===== src/rtl/mmio_gpio_pkg.sv =====
// Shared constants for the memory-mapped GPIO block: register offsets,
// KEY_STATUS bit positions, debounce counter width and the default window base.
package mmio_gpio_pkg;

  localparam int unsigned DATA_W    = 32;
  localparam int unsigned DEB_CNT_W = 8;

  localparam logic [DATA_W-1:0] DEFAULT_BASE_ADDR = 32'h0000_1000;

  // Word offsets within the 16-byte window (addr[3:2])
  localparam logic [1:0] OFF_LED1       = 2'd0;
  localparam logic [1:0] OFF_LED2       = 2'd1;
  localparam logic [1:0] OFF_KEY_STATUS = 2'd2;
  localparam logic [1:0] OFF_KEY_CLEAR  = 2'd3;

  // KEY_STATUS / KEY_CLEAR bit positions
  localparam int unsigned KEY_LEVEL_BIT = 0;
  localparam int unsigned KEY_PRESS_BIT = 1;

  // Assemble the KEY_STATUS read word; all other bits read as zero
  function automatic logic [DATA_W-1:0] key_status_word(input logic level,
                                                        input logic press);
    logic [DATA_W-1:0] w;
    w                = '0;
    w[KEY_LEVEL_BIT] = level;
    w[KEY_PRESS_BIT] = press;
    return w;
  endfunction

endpackage


===== src/rtl/mmio_gpio_key.sv =====
// Push-button conditioning: two-flop synchronizer, debounce counter and
// rising-edge strobe.
//   clk, rst_n  : clock, async active-low reset
//   key_raw     : raw asynchronous button input
//   level       : debounced key level (registered)
//   rise_pulse  : combinational strobe, high in the cycle whose closing edge
//                 moves level from 0 to 1
module key_debounce
  import mmio_gpio_pkg::*;
#(
  parameter int unsigned DEBOUNCE_CYCLES = 4
) (
  input  logic clk,
  input  logic rst_n,
  input  logic key_raw,
  output logic level,
  output logic rise_pulse
);

  localparam logic [DEB_CNT_W-1:0] CNT_LAST = DEB_CNT_W'(DEBOUNCE_CYCLES - 1);

  logic                 sync_1;
  logic                 sync_2;
  logic [DEB_CNT_W-1:0] cnt;
  logic                 accept;

  // Metastability guard for the asynchronous button
  always_ff @(posedge clk or negedge rst_n) begin
    if (!rst_n) begin
      sync_1 <= 1'b0;
      sync_2 <= 1'b0;
    end else begin
      sync_1 <= key_raw;
      sync_2 <= sync_1;
    end
  end

  // This edge is the DEBOUNCE_CYCLES-th consecutive one seeing a difference
  assign accept = (sync_2 != level) && (cnt == CNT_LAST);

  // Stability counter and debounced level
  always_ff @(posedge clk or negedge rst_n) begin
    if (!rst_n) begin
      cnt   <= '0;
      level <= 1'b0;
    end else if (sync_2 == level) begin
      cnt <= '0;
    end else if (accept) begin
      cnt   <= '0;
      level <= sync_2;
    end else begin
      cnt <= cnt + DEB_CNT_W'(1);
    end
  end

  // Lets the parent update flag and event on the same edge as level
  assign rise_pulse = accept & sync_2;

endmodule


===== src/rtl/mmio_gpio.sv =====
// Memory-mapped GPIO: two RW LED registers, a debounced key with a sticky
// press flag, and a write-only flag-clear register in a 16-byte window.
//   clk, rst_n : clock, async active-low reset
//   key        : raw push-button input
//   addr/wdata : core byte address and store data
//   we/re      : single-cycle store / load strobes
//   rdata      : registered load data (zero when no in-window load)
//   hit        : combinational window decode
//   led_1/2    : LED registers
//   key_event  : one-cycle pulse on an accepted key press
module mmio_gpio
  import mmio_gpio_pkg::*;
#(
  parameter logic [DATA_W-1:0] BASE_ADDR       = DEFAULT_BASE_ADDR,
  parameter int unsigned       DEBOUNCE_CYCLES = 4
) (
  input  logic              clk,
  input  logic              rst_n,
  input  logic              key,
  input  logic [DATA_W-1:0] addr,
  input  logic [DATA_W-1:0] wdata,
  input  logic              we,
  input  logic              re,
  output logic [DATA_W-1:0] rdata,
  output logic              hit,
  output logic [DATA_W-1:0] led_1,
  output logic [DATA_W-1:0] led_2,
  output logic              key_event
);

  logic [1:0]        offset;
  logic              addr_lsb_unused;
  logic              key_level;
  logic              key_rise;
  logic              press;
  logic              wr_led1;
  logic              wr_led2;
  logic              clr_press;
  logic [DATA_W-1:0] read_data;

  assign offset          = addr[3:2];
  assign addr_lsb_unused = ^addr[1:0];
  assign hit             = (addr[31:4] == BASE_ADDR[31:4]);

  assign wr_led1   = we && hit && (offset == OFF_LED1);
  assign wr_led2   = we && hit && (offset == OFF_LED2);
  assign clr_press = we && hit && (offset == OFF_KEY_CLEAR) && wdata[KEY_PRESS_BIT];

  key_debounce #(
    .DEBOUNCE_CYCLES(DEBOUNCE_CYCLES)
  ) u_key (
    .clk       (clk),
    .rst_n     (rst_n),
    .key_raw   (key),
    .level     (key_level),
    .rise_pulse(key_rise)
  );

  // LED register 1
  always_ff @(posedge clk or negedge rst_n) begin
    if (!rst_n)       led_1 <= '0;
    else if (wr_led1) led_1 <= wdata;
  end

  // LED register 2
  always_ff @(posedge clk or negedge rst_n) begin
    if (!rst_n)       led_2 <= '0;
    else if (wr_led2) led_2 <= wdata;
  end

  // Press flag and event pulse; a coincident set beats a clear
  always_ff @(posedge clk or negedge rst_n) begin
    if (!rst_n) begin
      press     <= 1'b0;
      key_event <= 1'b0;
    end else begin
      key_event <= key_rise;
      if (key_rise)       press <= 1'b1;
      else if (clr_press) press <= 1'b0;
    end
  end

  // Read mux over current (pre-store) register contents
  always_comb begin
    read_data = '0;
    case (offset)
      OFF_LED1:       read_data = led_1;
      OFF_LED2:       read_data = led_2;
      OFF_KEY_STATUS: read_data = key_status_word(key_level, press);
      default:        read_data = '0;
    endcase
  end

  // Load return path
  always_ff @(posedge clk or negedge rst_n) begin
    if (!rst_n)         rdata <= '0;
    else if (re && hit) rdata <= read_data;
    else                rdata <= '0;
  end

endmodule


===== config.mk =====
export PLATFORM = sky130hd
export DESIGN_NAME = mmio_gpio
export DESIGN_NICKNAME = d
export VERILOG_FILES = /design/src/rtl/mmio_gpio_pkg.sv /design/src/rtl/mmio_gpio_key.sv /design/src/rtl/mmio_gpio.sv
export SDC_FILE = /design/constraint.sdc
export NUM_CORES = 1
export LEC_CHECK = 0
export ABC_AREA = 1
export BUFFER_PORTS_ARGS = -buffer_cell sky130_fd_sc_hd__clkbuf_2
export CORE_MARGIN = 2
export CORE_UTILIZATION = 35
export CTS_BUF_LIST = sky130_fd_sc_hd__clkbuf_2
export DETAILED_ROUTE_END_ITERATION = 8
export PLACE_DENSITY = 0.67
export SYNTH_ARGS = -nofsm -noshare
export SYNTH_HDL_FRONTEND = slang
export SYNTH_SLANG_ARGS = --single-unit

===== constraint.sdc =====
create_clock -name clk -period 1.07 [get_ports clk]
set_input_delay 0.214 -clock clk [delete_from_list [all_inputs] [get_ports clk]]
set_output_delay 0.214 -clock clk [all_outputs]
set_load 0.1 [all_outputs]

# After elaboration in Yosys (flattened, before gate mapping)

Index checks and enable logic that the tools add are counted.

Register bits: 109
Input bits: 69
Output and inout bits: 98
Logic and storage cells: 35

Add/subtract/negate cells: 1
Equal/unequal tests: 7
Muxes and demuxes: 6
Bitwise operators: 2
Reductions and logical operators: 10

Operator list:

| cell                                                                   | count |
|---|---|
| 32-bit case mux with 3 select lines                                    | 1 |
| 32-bit two-way mux                                                     | 1 |
| 28-bit by 9-bit equality test with 1-bit output, second input constant | 1 |
| 8-bit two-way mux                                                      | 2 |
| 8-bit by 1-bit adder with 8-bit output, second input constant          | 1 |
| 8-bit by 2-bit equality test with 1-bit output, second input constant  | 1 |
| 1-bit logical AND                                                      | 7 |
| 2-bit equality test, second input constant                             | 2 |
| 2-bit by 1-bit equality test with 1-bit output, second input constant  | 1 |
| 2-bit logical NOT                                                      | 1 |
| 1-bit two-way mux                                                      | 2 |
| 2-bit AND reduction                                                    | 1 |
| 2-bit nonzero test                                                     | 1 |
| 1-bit bitwise AND                                                      | 1 |
| 1-bit equality test                                                    | 1 |
| 1-bit inequality test                                                  | 1 |
| 1-bit inverter                                                         | 1 |

# Depth between registers and ports, before layout

Depth after elaboration: 6
Gate-level depth with buffers: 10

# Hierarchy

Synthesis repeated with hierarchy kept, for this count alone.

Cells, all modules: 536
Area total of the unflattened synthesis: 4,683.2 um2

Modules (own cells, without submodules):

| module       | instances | cells each | area an instance (um2) | seq. area each (um2) |
|---|---|---|---|---|
| mmio_gpio    | 1         | 462        | 4,115.2                | 2,452.4 |
| key_debounce | 1         | 74         | 568.0                  | 275.3 |

# Worst setup path after synthesis

Ideal clock, no wire load.

Path kind: input to register
Start: input addr[27]
End: register led_1[22]
Setup time: 0.068 ns
Arrival: 1.428 ns
Required time: 1.002 ns
Slack: -0.426 ns
Cell stages on the path: 8
Path buffers: 1
Path through: nor2_1 > nand2_1 > nor2_1 > nand2_1 > nor2_4 > buf_2 > nand4_1 > nand2_1

Cells in the longest elaborated chain, start to end: 3

Ends and longest elaborated chain:

| what                                            | RTL line        | RTL |
|---|---|---|
| from (decl)                                     | mmio_gpio.sv:20 | `input logic [DATA_W-1:0] addr,` |
| 28-bit by 9-bit equality test with 1-bit output | mmio_gpio.sv:43 | `assign hit = (addr[31:4] == BASE_ADDR[31:4]);` |
| via hit                                         | mmio_gpio.sv:25 | `output logic hit,` |
| 1-bit logical AND (2 in series)                 | mmio_gpio.sv:45 | `assign wr_led1 = we && hit && (offset == OFF_LED1);` |
| to (signal assigned)                            | mmio_gpio.sv:62 | `else if (wr_led1) led_1 <= wdata;` |
| to (decl)                                       | mmio_gpio.sv:26 | `output logic [DATA_W-1:0] led_1,` |

The timed path passes the listed nets, and every way through them passes these cells.
A chain may end at the register's enable or synchronous reset.

# Worst setup path after layout

Start: register led_1[1]
End: output led_1[1]

No word-level cell between the ends.

==> results.md <==
- CTS max path bufs: 2
- Core area: 12700 sq um
- Worst-Margin Slew: 0.355 ns
- CP startpoint: led_1[1]
- Fin crit share: 1.43
- Die width: 119 microns
- Post-Syn Nets: 590
- Failing checks: negative setup slack
- Setup Skew: 0.0380 ns
- Synthesized area: 4610 sq um
- Vias in the first global route: 5168
- CTS buffer count: 9
- CTS tree: yes
- CP bufs+invs: 1
- Async SR Flop Fraction: 1.00
- Count of pins over their slew limit: 0
- Vias: 4927
- RSZ-0062 raised after global routing: true
- Layout Utilization: 0.700
- LEAKAGE: 4.06 nW
- Yosys top cell area share: 0.591
- Htree depth: 3
- Footprint of the multi-input gates: 2020 sq um
- Starting DRT DRC Count: 327
- MaxCap Viol Count: 0
- Worst skew pair latency: 0.58 ns
- Minimum clock period: 1.53 ns
- Initial antenna violation count: 1
- Worst hold path class: primary input to flip-flop
- Peak supply drop: 597 uV
- Root buf cell: clkbuf_2
- Hold wc startpoint: addr[2]
- Filler cell count: 902
- Routed wire length per instance: 16.5 microns
- Synth cell types: 23
- PD cells: 829 nW/um^2
- Worst r2r src: u_key.cnt[0]
- Router iterations before antenna repair: 5
- Drt total wl: 16.1 mm
- WL met2: 8.59 mm
- Final nets: 872
- Post-Place Cells: 851
- Startpoint types: flip-flop
- Total GRT Usage: 0.228
- YS warnings: 0
- Final Hold Vio Count: 0
- Register bit total from synthesis: 109
- Worst-path maximum fanout: 2
- Clk slew on worst S/H paths: 0.30 ns
- Rows: 41
- Die Area: 14100 sq um
- Non-filler cells, final: 980
- Worst setup margin: -0.458 ns
- Drt drc: 0
- Peak Freq: 654 MHz
- Comb power frac: 0.185
- Crit path largest cell delay: 0.57 ns
- Post-DR vias/cell: 5.03
- CP Capture Type: primary output
- ANT nets after route: 0
- Clk sinks: 109
- Mapped Cells: 520
- Primary FF master, synth: dfrtp_1
- CP max stage cell: dfrtp_4
- Met3 routed WL: 926 microns
- Die H: 119 microns
- Share of cells above drive strength 1: 0.580
- DR top layer: met4
- EDFF count, synth: 0
- Layout area overhead: 93.0%
- Setup violation total in the final timing report: 110
- Syn Area/Cell: 8.87 sq um
- Sw power: 2.21 mW
- Post-DP HPWL: 9.94 mm
- Largest cells by area after synthesis: dfrtp_1, nand2_1, nand4_1
- Part of the power in registers: 0.581
- First-pass GRT wire length: 25.8 mm
- Top-count cell post-synth: nand2_1
- Top Family by Delay on Critical Path: flip-flops
- GPL Wtd Cong: 0.917
- Seq. cell area: 2860 sq um
- Commonest cells in the netlist: nand2_1, dfrtp_1, nand4_1
- CP Class: flip-flop to primary output
- Internal: 5.16 mW
- M1 WL: 6.25 mm
- Total gr overflow: 0
- Status: finished, violations left
- Normalized max-slew margin: 0.763
- Fin Hold WS: 0.102 ns
- Initial Util: 0.363
- Clock network fraction of design power: 0.235
- Switching Fraction: 0.300
- IO Count: 167
- Pre-CTS WS: -0.420 ns
- Sequential area share after synthesis: 0.591
- Largest net degree at the start of global routing: 55
- Critical Path RT: 0.86 ns
- # port buffers: 164
- Register-to-Register Setup Slack: -0.21 ns
- Cell accounting for the most synthesized area: dfrtp_1
- Arr. time, crit path: 1.31 ns
- Worst path cell trace: buf_12
-- flip-flops by register name (all words and copies together) (netlist names) --
| name | count |
|---|---|
| u_key.sync_1 | 1 |
| led_1 | 32 |
| u_key.cnt | 8 |
| u_key.level | 1 |
| key_event | 1 |
| rdata | 32 |
| press | 1 |
| u_key.sync_2 | 1 |
| led_2 | 32 |
-- metal layers --
metal  up-vias  global-route usage
met4         0              0.0841
li1       2287                   -
met1      2417               0.272
met5         -                   0
met3        31              0.0492
met2       192               0.404
-- worst paths after layout --
| path | to | cells past startpoint |
|---|---|---|
| max | led_1[1] | 1 |
| min | press | 5 |
| max reg2reg | u_key.cnt[5] | 7 |
| min reg2reg | u_key.sync_2 | 0 |
| max in group asynchronous | led_2[4] | 3 |
| min in group asynchronous | led_2[2] | 3 |
-- stage by stage --
step / instance area (sq um) / power (mW) / setup TNS, ns
after CTS: 8650 / 7.15 / -40.77
after global routing: 8900 / 7.70 / -47.20
after detailed placement: 7590 / 5.12 / -37.44
after floorplan: 4910 / 4.65 / -10.55
final: 8900 / 7.38 / -38.27
after global placement: 7590 / 5.09 / -33.71
-- power groups by stage --
| stage | combinational (mW) | sequential, mW | clock [mW] |
|---|---|---|---|
| 3_5_place_dp | 0.811 | 4.31 | 0 |
| 5_1_grt | 1.46 | 4.30 | 1.94 |
| 6_report | 1.36 | 4.28 | 1.73 |
| 4_1_cts | 1.14 | 4.26 | 1.75 |
| 2_1_floorplan | 0.319 | 4.33 | 0 |
| 3_3_place_gp | 0.780 | 4.31 | 0 |
-- cell usage in the layout, fill, tap and decap left out, types with 2 or more instances in the layout --
cell type | netlist | layout
a21oi_1 | 33 | 3
a21oi_2 | 0 | 30
and3_1 | 4 | 3
buf_12 | 0 | 110
buf_4 | 0 | 86
buf_6 | 5 | 12
clkbuf_2 | 0 | 72
clkinv_1 | 0 | 2
clkinv_4 | 0 | 3
dfrtp_1 | 109 | 9
dfrtp_2 | 0 | 99
dlygate4sd3_1 | 0 | 36
inv_1 | 10 | 3
inv_2 | 0 | 7
nand2_1 | 210 | 202
nand2_2 | 0 | 6
nand2_4 | 0 | 2
nand3_2 | 2 | 5
nand3_4 | 0 | 2
nand4_1 | 64 | 64
nor2_1 | 30 | 14
nor2_2 | 0 | 7
nor2_4 | 1 | 10
nor3_2 | 0 | 3
nor3_4 | 0 | 2
-- area by class of cell --
| type | count | share of cell area |
|---|---|---|
| Sequential cell | 109 | 0.321 |
| Tap cell | 172 | 0.0242 |
| Inverter | 10 | 0.00422 |
| Clock buffer | 9 | 0.00506 |
| Multi-Input combinational cell | 364 | 0.227 |
| Timing Repair Buffer | 308 | 0.413 |
| Antenna cell | 1 | 0.000281 |
| Clock inverter | 7 | 0.00562 |
-- cell families after synthesis --
kind of cell    share of synthesized area
simple gates                        0.309
xor+xnor                          0.00570
fa+ha+maj                         0.00271
buf+inv                            0.0507
flops                               0.591
compound gates                     0.0407
-- timing repair --
action,CTS,global route
hold endpoints to repair,174,7
buffers inserted,67,12
hold buffers,35,1
gates resized for setup,27,48
setup endpoints to repair,109,111
pin swaps,13,27
(Power assumes the default switching activity.)
